## config.mk

```make
export PLATFORM = sky130hd
export DESIGN_NAME = fetch_stage_flat
export DESIGN_NICKNAME = d
export VERILOG_FILES = /design/src/rtl/fetch_stage_pkg.sv /design/src/rtl/fetch_stage_if.sv /design/src/rtl/fetch_fifo.sv /design/src/rtl/fetch_stage.sv /design/src/flat_wrapper.sv
export SDC_FILE = /design/constraint.sdc
export NUM_CORES = 1
export LEC_CHECK = 0
export BUFFER_PORTS_ARGS = -buffer_cell sky130_fd_sc_hd__buf_2
export CAP_MARGIN = 15
export CELL_PAD_IN_SITES_DETAIL_PLACEMENT = 0
export CELL_PAD_IN_SITES_GLOBAL_PLACEMENT = 1
export CORE_MARGIN = 1.5
export CORE_UTILIZATION = 40
export CTS_BUF_LIST = sky130_fd_sc_hd__clkbuf_8
export CTS_CLUSTER_DIAMETER = 100
export DETAILED_ROUTE_END_ITERATION = 12
export PLACE_DENSITY = 0.85
export REMOVE_ABC_BUFFERS = 1
export SYNTH_ARGS = -nofsm -noshare
export SYNTH_HDL_FRONTEND = slang
export SYNTH_SLANG_ARGS = --single-unit
```

## constraint.sdc

```tcl
create_clock -name clk -period 5.1 [get_ports clk]
set_input_delay 0.51 -clock clk [delete_from_list [all_inputs] [get_ports clk]]
set_output_delay 0.51 -clock clk [all_outputs]
set_load 0.02 [all_outputs]
```

## src/rtl/fetch_stage_pkg.sv

```systemverilog
// Shared types and constants for the RV32I instruction-fetch front end.
package fetch_stage_pkg;

  localparam int unsigned XLEN_DEFAULT     = 32;
  localparam int unsigned ILEN             = 32;
  localparam logic [31:0] NOP_INSTR        = 32'h0000_0013;
  localparam logic [31:0] RESET_PC_DEFAULT = 32'h0000_0000;

  typedef struct packed {
    logic [31:0] pc;
    logic [31:0] instr;
  } fetch_entry_t;

endpackage

```

## src/rtl/fetch_stage_if.sv

```systemverilog
// Instruction-memory request/response channel between fetch (master) and imem (slave).
interface fetch_stage_if #(
  parameter int unsigned XLEN = 32
);
  logic            imem_req_valid;
  logic [XLEN-1:0] imem_req_addr;
  logic            imem_req_ready;
  logic            imem_rsp_valid;
  logic [31:0]     imem_rsp_data;

  modport master (
    output imem_req_valid, imem_req_addr,
    input  imem_req_ready, imem_rsp_valid, imem_rsp_data
  );

  modport slave (
    input  imem_req_valid, imem_req_addr,
    output imem_req_ready, imem_rsp_valid, imem_rsp_data
  );
endinterface

```

## src/rtl/fetch_fifo.sv

```systemverilog
// Small synchronous FIFO of fetched {pc, instr} entries with flush; flush wins over push/pop.
module fetch_fifo
  import fetch_stage_pkg::*;
#(
  parameter int unsigned DEPTH = 2
) (
  input  logic                       clk,
  input  logic                       rst_n,
  input  logic                       push_i,
  input  logic                       pop_i,
  input  logic                       flush_i,
  input  fetch_entry_t               data_i,
  output logic                       full_o,
  output logic                       empty_o,
  output logic [$clog2(DEPTH+1)-1:0] count_o,
  output fetch_entry_t               head_o
);

  localparam int unsigned CW = $clog2(DEPTH + 1);
  localparam int unsigned PW = (DEPTH > 1) ? $clog2(DEPTH) : 1;

  fetch_entry_t    mem_q [DEPTH];
  logic [PW-1:0]   wr_ptr_q, wr_ptr_d;
  logic [PW-1:0]   rd_ptr_q, rd_ptr_d;
  logic [CW-1:0]   count_q, count_d;
  logic            do_push, do_pop;

  function automatic logic [PW-1:0] ptr_inc(input logic [PW-1:0] p);
    return (p == PW'(DEPTH - 1)) ? '0 : p + PW'(1);
  endfunction

  assign full_o  = (count_q == CW'(DEPTH));
  assign empty_o = (count_q == '0);
  assign count_o = count_q;
  assign head_o  = mem_q[rd_ptr_q];

  // Push into a full FIFO is accepted only when the head leaves in the same cycle.
  assign do_pop  = pop_i && !empty_o && !flush_i;
  assign do_push = push_i && !flush_i && (!full_o || do_pop);

  always_comb begin
    wr_ptr_d = wr_ptr_q;
    rd_ptr_d = rd_ptr_q;
    count_d  = count_q;
    if (flush_i) begin
      wr_ptr_d = '0;
      rd_ptr_d = '0;
      count_d  = '0;
    end else begin
      if (do_push) wr_ptr_d = ptr_inc(wr_ptr_q);
      if (do_pop)  rd_ptr_d = ptr_inc(rd_ptr_q);
      count_d = count_q + CW'(do_push) - CW'(do_pop);
    end
  end

  always_ff @(posedge clk or negedge rst_n) begin
    if (!rst_n) begin
      wr_ptr_q <= '0;
      rd_ptr_q <= '0;
      count_q  <= '0;
    end else begin
      wr_ptr_q <= wr_ptr_d;
      rd_ptr_q <= rd_ptr_d;
      count_q  <= count_d;
    end
  end

  always_ff @(posedge clk) begin
    if (do_push) mem_q[wr_ptr_q] <= data_i;
  end

endmodule

```

## src/rtl/fetch_stage.sv

```systemverilog
// RV32I fetch stage: PC/issue control, in-order response tracking with redirect discard,
// and an instruction FIFO presenting {pc, instr} to decode.
module fetch_stage
  import fetch_stage_pkg::*;
#(
  parameter int unsigned    XLEN     = XLEN_DEFAULT,
  parameter logic [XLEN-1:0] RESET_PC = XLEN'(RESET_PC_DEFAULT),
  parameter int unsigned    DEPTH    = 2
) (
  input  logic            clk,
  input  logic            rst_n,
  fetch_stage_if.master   imem,
  input  logic            redirect_valid,
  input  logic [XLEN-1:0] redirect_pc,
  input  logic            id_ready,
  output logic            id_valid,
  output logic [31:0]     id_instr,
  output logic [XLEN-1:0] id_pc,
  output logic [6:0]      id_op_code,
  output logic [2:0]      id_func3,
  output logic [6:0]      id_func7
);

  localparam int unsigned CW = $clog2(DEPTH + 1);
  // Doomed requests can stack past DEPTH across back-to-back redirects with a slow memory.
  localparam int unsigned OW = CW + 2;
  localparam int unsigned SW = OW + 1;

  logic            started_q;
  logic [XLEN-1:0] pc_q, pc_d;
  logic [XLEN-1:0] rsp_pc_q, rsp_pc_d;
  logic [OW-1:0]   outstanding_q, outstanding_d;
  logic [OW-1:0]   discard_q, discard_d;

  logic            req_fire, rsp_fire;
  logic [SW-1:0]   occupancy;
  logic            fifo_push, fifo_push_req, fifo_pop, fifo_flush;
  logic            fifo_full, fifo_empty;
  logic [CW-1:0]   fifo_count;
  fetch_entry_t    fifo_din, fifo_head;

  // Live requests plus buffered instructions must never exceed the FIFO depth.
  assign occupancy = SW'(outstanding_q - discard_q) + SW'(fifo_count);

  assign imem.imem_req_valid = started_q && !redirect_valid && (occupancy < SW'(DEPTH));
  assign imem.imem_req_addr  = pc_q;

  assign req_fire = imem.imem_req_valid && imem.imem_req_ready;
  assign rsp_fire = imem.imem_rsp_valid;

  assign fifo_din = '{pc: 32'(rsp_pc_q), instr: imem.imem_rsp_data};

  always_comb begin
    pc_d          = pc_q;
    rsp_pc_d      = rsp_pc_q;
    discard_d     = discard_q;
    outstanding_d = outstanding_q + OW'(req_fire) - OW'(rsp_fire);
    fifo_push_req = 1'b0;
    fifo_flush    = 1'b0;
    fifo_pop      = id_valid && id_ready && !redirect_valid;
    if (redirect_valid) begin
      pc_d       = redirect_pc & ~XLEN'(3);
      rsp_pc_d   = redirect_pc & ~XLEN'(3);
      discard_d  = outstanding_q - OW'(rsp_fire);
      fifo_flush = 1'b1;
    end else begin
      if (req_fire) pc_d = pc_q + XLEN'(4);
      if (rsp_fire) begin
        if (discard_q != '0) begin
          discard_d = discard_q - OW'(1);
        end else begin
          fifo_push_req = 1'b1;
          rsp_pc_d      = rsp_pc_q + XLEN'(4);
        end
      end
    end
  end

  assign fifo_push = fifo_push_req && (!fifo_full || fifo_pop);

  always_ff @(posedge clk or negedge rst_n) begin
    if (!rst_n) begin
      started_q     <= 1'b0;
      pc_q          <= RESET_PC;
      rsp_pc_q      <= RESET_PC;
      outstanding_q <= '0;
      discard_q     <= '0;
    end else begin
      started_q     <= 1'b1;
      pc_q          <= pc_d;
      rsp_pc_q      <= rsp_pc_d;
      outstanding_q <= outstanding_d;
      discard_q     <= discard_d;
    end
  end

  fetch_fifo #(.DEPTH(DEPTH)) u_fifo (
    .clk     (clk),
    .rst_n   (rst_n),
    .push_i  (fifo_push),
    .pop_i   (fifo_pop),
    .flush_i (fifo_flush),
    .data_i  (fifo_din),
    .full_o  (fifo_full),
    .empty_o (fifo_empty),
    .count_o (fifo_count),
    .head_o  (fifo_head)
  );

  a_no_overflow: assert property (@(posedge clk) disable iff (!rst_n)
    !(fifo_push_req && fifo_full && !fifo_pop));

  assign id_valid   = !fifo_empty;
  assign id_instr   = fifo_empty ? NOP_INSTR : fifo_head.instr;
  assign id_pc      = fifo_empty ? rsp_pc_q : XLEN'(fifo_head.pc);
  assign id_op_code = id_instr[6:0];
  assign id_func3   = id_instr[14:12];
  assign id_func7   = id_instr[31:25];

endmodule

```

## src/flat_wrapper.sv

```systemverilog
// flat-port wrapper written by rule: the top's interface ports become plain ports
module fetch_stage_flat import fetch_stage_pkg::*;
#(
  parameter int unsigned    XLEN     = XLEN_DEFAULT,
  parameter logic [XLEN-1:0] RESET_PC = XLEN'(RESET_PC_DEFAULT),
  parameter int unsigned    DEPTH    = 2
)
  (clk, rst_n, redirect_valid, redirect_pc, id_ready, id_valid, id_instr, id_pc, id_op_code, id_func3, id_func7, imem_imem_req_valid, imem_imem_req_addr, imem_imem_req_ready, imem_imem_rsp_valid, imem_imem_rsp_data);
  fetch_stage_if #(.XLEN(XLEN)) imem_i ();
  input  logic clk;
  input  logic rst_n;
  input  logic redirect_valid;
  input  logic [XLEN-1:0] redirect_pc;
  input  logic id_ready;
  output logic id_valid;
  output logic [31:0] id_instr;
  output logic [XLEN-1:0] id_pc;
  output logic [6:0] id_op_code;
  output logic [2:0] id_func3;
  output logic [6:0] id_func7;
  output wire logic [$bits(imem_i.imem_req_valid)-1:0] imem_imem_req_valid;
  output wire logic [$bits(imem_i.imem_req_addr)-1:0] imem_imem_req_addr;
  input wire logic [$bits(imem_i.imem_req_ready)-1:0] imem_imem_req_ready;
  input wire logic [$bits(imem_i.imem_rsp_valid)-1:0] imem_imem_rsp_valid;
  input wire logic [$bits(imem_i.imem_rsp_data)-1:0] imem_imem_rsp_data;
  assign imem_imem_req_valid = imem_i.imem_req_valid;
  assign imem_imem_req_addr = imem_i.imem_req_addr;
  assign imem_i.imem_req_ready = imem_imem_req_ready;
  assign imem_i.imem_rsp_valid = imem_imem_rsp_valid;
  assign imem_i.imem_rsp_data = imem_imem_rsp_data;
  fetch_stage #(.XLEN(XLEN), .RESET_PC(RESET_PC), .DEPTH(DEPTH)) u_core (.clk(clk), .rst_n(rst_n), .imem(imem_i), .redirect_valid(redirect_valid), .redirect_pc(redirect_pc), .id_ready(id_ready), .id_valid(id_valid), .id_instr(id_instr), .id_pc(id_pc), .id_op_code(id_op_code), .id_func3(id_func3), .id_func7(id_func7));
endmodule
```

# After elaboration in Yosys (flattened, before gate mapping)
# Memories as Yosys holds them, arrays and structs flattened.
# Index checks and enable logic that the tools add are counted.
[op_classes]
mux = 23
add_sub_neg = 12
n_lt_le_gt_ge = 1
n_reduce_logical = 25
n_eq_ne = 2
[op_table]
columns = ["op", "n"]
rows = [
  ["$mux 32", 7],
  ["$add 32x3->32 const B", 2],
  ["$mux 1", 12],
  ["$mux 4", 3],
  ["$logic_and 1x1->1", 10],
  ["$reduce_bool 2->1", 5],
  ["$sub 4x1->4", 2],
  ["$add 5x2->5", 1],
  ["$lt 5x2->1 const B", 1],
  ["$sub 4x4->5", 1],
  ["$add 4x1->4", 1],
  ["$logic_not 1->1", 4],
  ["$reduce_and 2->1", 2],
  ["$reduce_bool 4->1", 1],
  ["$sub 4x1->4 const B", 1],
  ["$add 1x1->1 const B", 2],
  ["$add 2x1->2", 1],
  ["$eq 2x2->1 const B", 1],
  ["$logic_not 2->1", 1],
  ["$logic_or 1x1->1", 2],
  ["$mux 2", 1],
  ["$ne 2x2->1 const B", 1],
  ["$sub 2x1->2", 1],
]
[totals]
ram_bits = 128
mem_count = 1
elab_cells = 72
inputBits = 70
regBits = 77
[mem_list]
columns = ["name", "words", "word_bits", "read_ports", "rd_clocked_by_memory_dff", "wr", "line", "rtl"]
rows = [
  ["u_core.u_fifo.mem_q", 2, 64, 1, 0, 1, "fetch_fifo.sv:22", "fetch_entry_t mem_q [DEPTH];"],
]

# Longest topological paths before layout
# Gate-level depths: netlist of run 1.
[logic_depth]
word_depth = 11
ltp_mapped = 13
ltp_nobuf = 13

# Hierarchy
# A second synthesis of run 1 with hierarchy kept.
[hier_totals]
hier_cells = 789
hier_area_um2 = 9823.2
[modules_own_cells]
columns = ["mod", "area_each_um2", "seq_area_each_um2", "instances", "cells_each"]
rows = [
  ["fetch_stage", 4918.5, 1726.7, 1, 561],
  ["fetch_fifo", 4904.7, 3943.8, 1, 228],
]

# Worst setup path before layout of run 1
# No wires, ideal clock.
[synth_timing]
path_kind = "reg2reg"
start = "register u_core.discard_q[0]"
end = "memory u_core.u_fifo.mem_q[0][0] in the netlist's numbering (enable)"
slack_ps = 793
path_stages_with_launch = 8
path_buffers = 1
arrival_time_ps = 3824
t_required_ps = 4617
path_cell_list = "dfrtp_1 inv_1 ha_1 nor4bb_1 buf_4 and2_1 inv_1 nor2_1"
[synth_via]
elab_chain_len = 9
[synth_lines]
columns = ["item", "line", "rtl"]
rows = [
  ["start: declaration", "fetch_stage.sv:33", "logic [OW-1:0] discard_q, discard_d;"],
  ["start signal: assignment", "fetch_stage.sv:93", "discard_q <= discard_d;"],
  ["$reduce_bool 4->1", "fetch_stage.sv:69", "if (discard_q != '0) begin"],
  ["$mux 1", "fetch_stage.sv:69", ""],
  ["$mux 1", "fetch_stage.sv:68", "if (rsp_fire) begin"],
  ["$mux 1", "fetch_stage.sv:61", "if (redirect_valid) begin"],
  ["$logic_and 1x1->1", "fetch_stage.sv:79", "assign fifo_push = fifo_push_req && (!fifo_full || fifo_pop);"],
  ["$logic_and 1x1->1 (2 in series)", "fetch_fifo.sv:39", "assign do_push = push_i && !flush_i && (!full_o || do_pop);"],
  ["$mux 1", "fetch_fifo.sv:69", "if (do_push) mem_q[wr_ptr_q] <= data_i;"],
  ["$mux 1 (implied by the code)", "fetch_fifo.sv:69", ""],
  ["end: declaration", "fetch_fifo.sv:22", ""],
]
# No other way between the ends.

# Final worst setup path of run 1
[layout_timing]
start = "register u_core.outstanding_q[1]"
end = "output imem_imem_req_valid"
[layout_via]
elab_chain_len = 4
[layout_lines]
columns = ["item", "line", "rtl"]
rows = [
  ["start: declaration", "fetch_stage.sv:32", "logic [OW-1:0] outstanding_q, outstanding_d;"],
  ["start signal: assignment", "fetch_stage.sv:92", "outstanding_q <= outstanding_d;"],
  ["$sub 4x4->5", "fetch_stage.sv:43", "assign occupancy = SW'(outstanding_q - discard_q) + SW'(fifo_count);"],
  ["$add 5x2->5", "fetch_stage.sv:43", ""],
  ["$lt 5x2->1", "fetch_stage.sv:45", "assign imem.imem_req_valid = started_q && !redirect_valid && (occupancy < SW'(DEPTH));"],
  ["$logic_and 1x1->1", "fetch_stage.sv:45", ""],
  ["end: declaration", "flat_wrapper.sv:21", "output wire logic [$bits(imem_i.imem_req_valid)-1:0] imem_imem_req_valid;"],
]
# No other way between the ends.

==> run metrics, run 1 <==
status completed; Worst Setup End Kind output port; die height 159 µm; TritonCTS clock tree built; Multi-input gate area 3720 µm²; full die area 25,100 µm²; largest net degree at the start of global routing 80; FILL cells around 2.2k; gr usage total 18.0%; endpoints failing setup 0; leakage power roughly 4.3 nW; synthesized area between 9000 and 10,000 µm²; Worst-Margin Slew slightly below 1000 ps; unrepaired setup endpoints after global routing no; skew final approximately 15 ps; worst endpoint required time 4590 ps; Synth cell types 53; Clock Sinks about 200; most frequent cell after synthesis edfxtp_1; Num CTS Buffers 17; Post-CTS Setup Repair Bufs 0; post-DP HPWL 15,600 µm; Tcrit/Tclk final just over 80%; fmax about 0.24 GHz; clock transition at the registers of the reported paths ~110 ps; Area contributors post-synth edfxtp_1 38%, dfrtp_1 19%, mux2i_1 6.7%, nor2_1 2.9%, a311oi_1 2.7%; vias per cell approximately 5.3; Final GP Congestion 0.818; Mean Syn Cell Area 11.5 µm²; WHS roughly 230 ps; pwr dens between 400 and 500 nW/µm²; Most used DFF post-synth edfxtp_1; slowest library cell on the worst path mux2_2; Mapped Cells between 800 and 900; fraction of registers with async set/reset 37.1%; initial antenna violation count 0; layout cells sized above 1 between 20% and 30%; Layout Nets around 1.1k; final wirelength approximately 22,000 µm; Syn. warnings 0; Critical Path AT approximately 3700 ps; CP max FO 24; Period minus WS final 4230 ps; Post-CTS Hold Fix Bufs 0; FF+latch count, synth between 150 and 200; Die X between 150 and 200 µm; root buf cell clkbuf_8; post-synth top area cell edfxtp_1; Max-Cap Viols 0; Buffers on Ports about 180; clock buffer depth 2; Post-synth top cells 124 x edfxtp_1, 76 x nor2_1, 73 x dfrtp_1; number of global-route vias before repair approximately 6.5k; area delta synth->final 15.4%; total congestion overflow 0; crit-path cells inv_1 -> fa_1 -> fa_1 -> xor2_1 -> and4_1 -> mux2_2 -> nand2_1 -> inv_1 -> buf_2; final hold vios 0; # DRC 0; worst skew pair latency between 400 and 500 ps; # resized after CTS 0; DR vias ~7.0k; first-pass GRT wire length ~35,000 µm; sequential area share after synthesis a little under three fifths; drt pass-1 iters 5; Max Slew Vio Count 0; CTS H-tree lvls 4; Worst VDD drop between 0.6 and 0.7 mV; area of the core 23,600 µm²; CP max stage delay 510 ps; WS Path Type reg -> out; EDFF count, synth about 120; # diodes 0; Cell Rows 56; io pins 185; Rel. slew slack between 30% and 40%; Final ANT Viol Nets 0; register area 5550 µm²; Initial DRC Count around 510; WL/cell ~17 µm; Fin Setup TNS 0 ps; worst hold-check path type in -> reg; Startpoint Class flip-flop; top-area cell type share of the netlist area roughly 38%; starting density of the core between 40% and 50%
-- stage by stage --
step	setup WS (ps)	cell area [µm²]	cells	utilization, %	power (mW)
3_5_place_dp	1320	10800	1289	45.6	3.62
6_report	865	11200	1321	47.3	4.61
5_1_grt	635	11200	1321	47.3	4.88
2_1_floorplan	201	9360	778	-	3.02
3_3_place_gp	1420	10800	1289	45.6	3.59
4_1_cts	843	11200	1321	47.3	4.65
-- critical path: cells and delay by family, from the launching register on --
kind,cells,cell delay (ps)
xor+xnor,1,170
fa+ha+maj,2,970
mux,1,510
buf+inv,3,810
simple gates,2,370
flops,1,400
-- layer usage --
layer  vias to the layer above  GRT usage [%]  share of wire [%]
li1                       3388              -                  -
met1                      3363           24.2                 45
met2                       212           28.9                 48
met3                        28           3.51                5.7
met4                         0           6.85                2.0
met5                         -              0                  0
-- layout make-up --
cell class              count  share of cell area, %
well taps                 319                   3.57
clock buffers              18                   2.22
clock inverters            14                   1.37
flip-flops and latches    197                   49.7
inverters                  27                  0.907
repair buffers            192                   8.91
multi-input cells         554                   33.3
-- sequential cells by signal, indices dropped and copies added (netlist names) --
register and flops:
u_core.outstanding_q 4, u_core.imem.imem_req_addr 30, u_core.rsp_pc_q 30, u_core.started_q 1
u_core.u_fifo.count_o 2, u_core.u_fifo.wr_ptr_q 1, u_core.u_fifo.rd_ptr_q 1, u_core.discard_q 4
u_core.u_fifo.mem_q 124
-- cells in the final DEF (no fill, tap or decap), drive strengths merged, types with 6 or more instances in the layout --
| cell | n |
|---|---|
| a211oi | 14 |
| a21boi | 6 |
| a21oi | 20 |
| a311oi | 30 |
| and2 | 6 |
| and3 | 12 |
| and4 | 8 |
| buf | 192 |
| clkbuf | 18 |
| dfrtp | 73 |
| edfxtp | 124 |
| ha | 17 |
| inv | 34 |
| mux2i | 65 |
| nand2 | 62 |
| nand2b | 12 |
| nand3 | 28 |
| nand4 | 19 |
| nor2 | 76 |
| nor2b | 12 |
| nor3 | 14 |
| nor4 | 28 |
| o21ai | 37 |
| o31a | 7 |
| o31ai | 8 |
| xnor2 | 24 |
| xor2 | 13 |
-- final timing paths --
kind,startpoint,depth (start not counted),slack [ps],to
worst max-delay path,u_core.outstanding_q[1],9,870,imem_imem_req_valid
worst min-delay path,imem_imem_rsp_data[21],1,230,u_core.u_fifo.mem_q[1][21]
max in group asynchronous,rst_n,2,4120,u_core.u_fifo.rd_ptr_q
min in group asynchronous,rst_n,2,250,u_core.started_q
worst min register to register,u_core.rsp_pc_q[22],0,550,u_core.u_fifo.mem_q[0][54]
worst max register to register,u_core.outstanding_q[1],10,1330,u_core.outstanding_q[1]
-- kinds of logic (layout without fill, tap and decap cells) --
family                     after synthesis  in the layout  synth area share, %
AOI/OAI and AO/OA                      135            135                 9.51
xor gates and xnor gates                37             37                 3.35
adders and majority gates               20             20                 2.82
buffers and inverters                   94            251                 4.52
DFF                                    197            197                 57.3
muxes                                   68             68                 7.07
other                                    2              5               0.0776
and+or+nand+nor                        289            289                 15.3
-- where the power goes --
group / switching (mW) / total, mW / internal [mW]
registers: 0.152 / 1.98 / 1.83
logic: 1.07 / 1.61 / 0.544
clock network: 0.564 / 1.02 / 0.459
total: 1.78 / 4.61 / 2.83
(Power assumes the default switching activity.)
==> run 2, diff against run 1 <==
--- a/config.mk
+++ b/config.mk
@@ -5,16 +5,17 @@
 export SDC_FILE = /design/constraint.sdc
 export NUM_CORES = 1
 export LEC_CHECK = 0
+export ABC_AREA = 1
 export BUFFER_PORTS_ARGS = -buffer_cell sky130_fd_sc_hd__buf_2
 export CAP_MARGIN = 15
 export CELL_PAD_IN_SITES_DETAIL_PLACEMENT = 0
 export CELL_PAD_IN_SITES_GLOBAL_PLACEMENT = 1
 export CORE_MARGIN = 1.5
-export CORE_UTILIZATION = 40
+export CORE_UTILIZATION = 39
 export CTS_BUF_LIST = sky130_fd_sc_hd__clkbuf_8
 export CTS_CLUSTER_DIAMETER = 100
 export DETAILED_ROUTE_END_ITERATION = 12
-export PLACE_DENSITY = 0.85
+export PLACE_DENSITY = 0.89
 export REMOVE_ABC_BUFFERS = 1
 export SYNTH_ARGS = -nofsm -noshare
 export SYNTH_HDL_FRONTEND = slang
==> constraint.sdc (replaced) <==
create_clock -name clk -period 3.55 [get_ports clk]
set_input_delay 0.355 -clock clk [delete_from_list [all_inputs] [get_ports clk]]
set_output_delay 0.355 -clock clk [all_outputs]
set_load 0.02 [all_outputs]
==> run 2 against run 1 <==
  * Die area grew 9.6%
  * Utilization decreased by 1.6 points
  * Synthesized cell count up 45%
  * Sequential share of layout area decreased by 3.1 points
  * Flip-flop and latch count stayed put
  * Area after synthesis up 7.0%
  * Worst setup slack got worse by 520 ps
  * Design area increased by 6.7%
  * Largest power group unchanged
==> run metrics, run 2 <==
WHS 53.2 ps (-174 ps); # DRC 0 (unchanged); CP max FO 5 (-79%); post-layout util 45.7% (-1.6 points); fraction of the mapped netlist area in simple logic gates 26.1% (+11 points); layout cells sized above 1 18.3% (-4.9 points); max reg flops 124 (unchanged); Largest Register u_core.u_fifo.mem_q; initial antenna violation count 0 (unchanged); root buf cell clkbuf_8; Most used DFF post-synth edfxtp_1; Startpoint Class flip-flop; Post-CTS Setup Repair Bufs 0 (unchanged); worst endpoint required time 3190 ps (-1400 ps); design internal power 3.94 mW (+39%); Sw Ratio 37.9% (-0.71 points); Cell Rows 59 (+5.4%); Layout Nets 1,457 (+35%); Critical Path AT 2850 ps (-870 ps); Die X 166 µm (+4.7%); Post-CTS Hold Fix Bufs 1 (+1); Max-Cap Viols 0 (unchanged); largest net degree at the start of global routing 70 (-13%); FILL cells 2,565 (+16%); Final ANT Viol Nets 0 (unchanged); Worst Setup End Kind output port; NetSw 2.41 mW (+35%); Mean Syn Cell Area 8.52 µm² (-26%); Synth cell types 37 (-30%); sequential area share after synthesis 53.6% (-3.8 points); endpoints failing setup 0 (unchanged); Mapped Cells 1,217 (+45%); pwr dens 533 nW/µm² (+29%); final wirelength 28,300 µm (+26%); clock power share 24.2% (+2.0 points); first-pass GRT wire length 45,200 µm (+30%); leakage power 5.45 nW (+27%); Post-synth top cells 430 x nand2_1, 124 x edfxtp_1, 98 x nor2_1; Num CTS Buffers 17 (unchanged); vias per cell 5.06 (-4.4%); Multi-input gate area 4110 µm² (+10%); post-synthesis mux area share 0% (-7.1 points); CP max stage delay 500 ps (about the same); synthesized area 10,400 µm² (+7.0%); Clock Sinks 197 (unchanged); WS Path Type reg -> out; full die area 27,600 µm² (+9.6%); area of the core 26,100 µm² (+10%); # diodes 0 (unchanged); drt pass-1 iters 5 (unchanged); largest family of logic cells by synthesized area simple AND/OR/NAND/NOR gates; worst hold-check path type in -> reg; skew final 19.0 ps (+3.54 ps); Final GP Congestion 0.864 (+5.7%); Area contributors post-synth edfxtp_1 36%, dfrtp_1 18%, nand2_1 16%, a21oi_1 4.0%, nand3_1 4.0%; WL/cell 16.5 µm (-3.0%); Max Slew Vio Count 0 (unchanged); Tcrit/Tclk final approximately nine tenths; Flop pwr share 46.0% (+3.1 points); EDFF count, synth 124 (unchanged); synthesized-area fraction occupied by adder cells 2.63% (-0.19 points); top-area cell type share of the netlist area 35.9% (-2.5 points); CTS H-tree lvls 4 (unchanged); Period minus WS final between 3000 and 4000 ps; clock transition at the registers of the reported paths 120 ps (about the same); number of global-route vias before repair 8,202 (+27%); FF+latch count, synth 197 (unchanged); most used cell, CP nand2_1; io pins 185 (unchanged); most frequent cell after synthesis nand2_1; post-synth top area cell edfxtp_1; Buffers on Ports 178 (unchanged); # resized after CTS 0 (unchanged); unrepaired setup endpoints after global routing no; most frequent cells in the layout 430 x nand2_1, 178 x buf_2, 124 x edfxtp_1; Comb power frac 29.8% (-5.1 points); post-DP HPWL 19,800 µm (+27%); area delta synth->final 15.0%; starting density of the core 39.8% (-1.2 points); Syn. warnings 0 (unchanged); die height 166 µm (+4.7%); clock buffer depth 2 (unchanged); post-synthesis compound-gate area fraction 8.50% (-1.0 points); Worst VDD drop 0.252 mV (-59%); XOR/XNOR share of the synthesized area 2.03% (-1.3 points); final hold vios 0 (unchanged); DR vias 8,675 (+24%); Worst-Margin Slew 1020 ps (+48.2 ps); commonest non-fill, non-tap cell in the layout nand2_1; Fin Setup TNS 0 ps (unchanged); worst skew pair latency 480 ps (+20 ps); Initial DRC Count 685 (+35%); Rel. slew slack 31.4% (-3.8 points); fmax ~0.31 GHz; slowest library cell on the worst path fa_1; fraction of registers with async set/reset 37.1% (unchanged); status completed; TritonCTS clock tree built; crit-path cells inv_1 -> fa_1 -> fa_1 -> nand3b_1 -> nand2_1 -> nand2_1 -> nand2_1 -> inv_1 -> nor2_2 -> buf_2; gr usage total 20.8% (+2.7 points); register area 5550 µm² (about the same); total congestion overflow 0 (unchanged)
[run 2: cell count changes after synthesis, moves of 27 or more]
cell	delta
mux2i_1	-65
a21oi_1	+62
nand2_1	+369
a311oi_1	-30
nor4_1	-27
nand3_1	+54
inv_1	+64
[run 2: stage by stage]
| step | instances | total power, mW | worst slack, ps | cell area [µm²] |
|---|---|---|---|---|
| CTS | 1715 | 6.40 | 321 | 11900 |
| finish | 1715 | 6.36 | 347 | 11900 |
| floorplan | 1153 | 4.21 | -1470 | 10000 |
| global route | 1715 | 6.78 | 127 | 11900 |
| global placement | 1682 | 4.81 | 597 | 11500 |
| detailed placement | 1682 | 4.87 | 573 | 11500 |
[run 2: final timing paths]
check	start	slack [ps]	endpoint	cells past startpoint
min	imem_imem_rsp_data[4]	50	u_core.u_fifo.mem_q[0][4]	1
max reg2reg	u_core.outstanding_q[1]	550	u_core.outstanding_q[1]	13
max	u_core.outstanding_q[1]	350	imem_imem_req_valid	10
min in group asynchronous	rst_n	470	u_core.imem.imem_req_addr[5]	2
max in group asynchronous	rst_n	2220	u_core.started_q	3
min reg2reg	u_core.rsp_pc_q[30]	520	u_core.u_fifo.mem_q[1][62]	0
[run 2: area by class of cell]
cell class	instances	area share (%)
clock buffers	17	1.96
repair buffers	195	8.78
flip-flops and latches	197	46.6
well taps	335	3.52
multi-input cells	860	34.5
clock inverters	15	1.64
inverters	96	3.07
[run 2: critical path: cells and delay by family, from the launching register on]
| kind | cells | cell delay [ps] |
|---|---|---|
| and+or+nand+nor | 5 | 530 |
| adders and majority gates | 2 | 970 |
| buffers and inverters | 3 | 470 |
| DFF | 1 | 410 |
[run 2: power by group through the flow]
stage / sequential, mW / clock (mW) / combinational (mW)
final: 2.93 / 1.54 / 1.89
after global routing: 2.96 / 1.67 / 2.15
after CTS: 2.92 / 1.57 / 1.90
after detailed placement: 2.97 / 0 / 1.90
after global placement: 2.96 / 0 / 1.85
after floorplan: 2.98 / 0 / 1.23
[run 2: metal layers]
| layer | vias up | track usage, % | share of wire [%] |
|---|---|---|---|
| met2 | 262 | 33.4 | 47 |
| li1 | 4279 | - | - |
| met4 | 0 | 6.19 | 1.9 |
| met5 | - | 0 | 0 |
| met1 | 4099 | 28.8 | 45 |
| met3 | 35 | 3.48 | 5.8 |
[run 2: cell families after synthesis]
logic type	Yosys count
simple gates	655
flops	197
fa+ha+maj	20
buf+inv	163
xor+xnor	24
compound gates	156
other cells	2
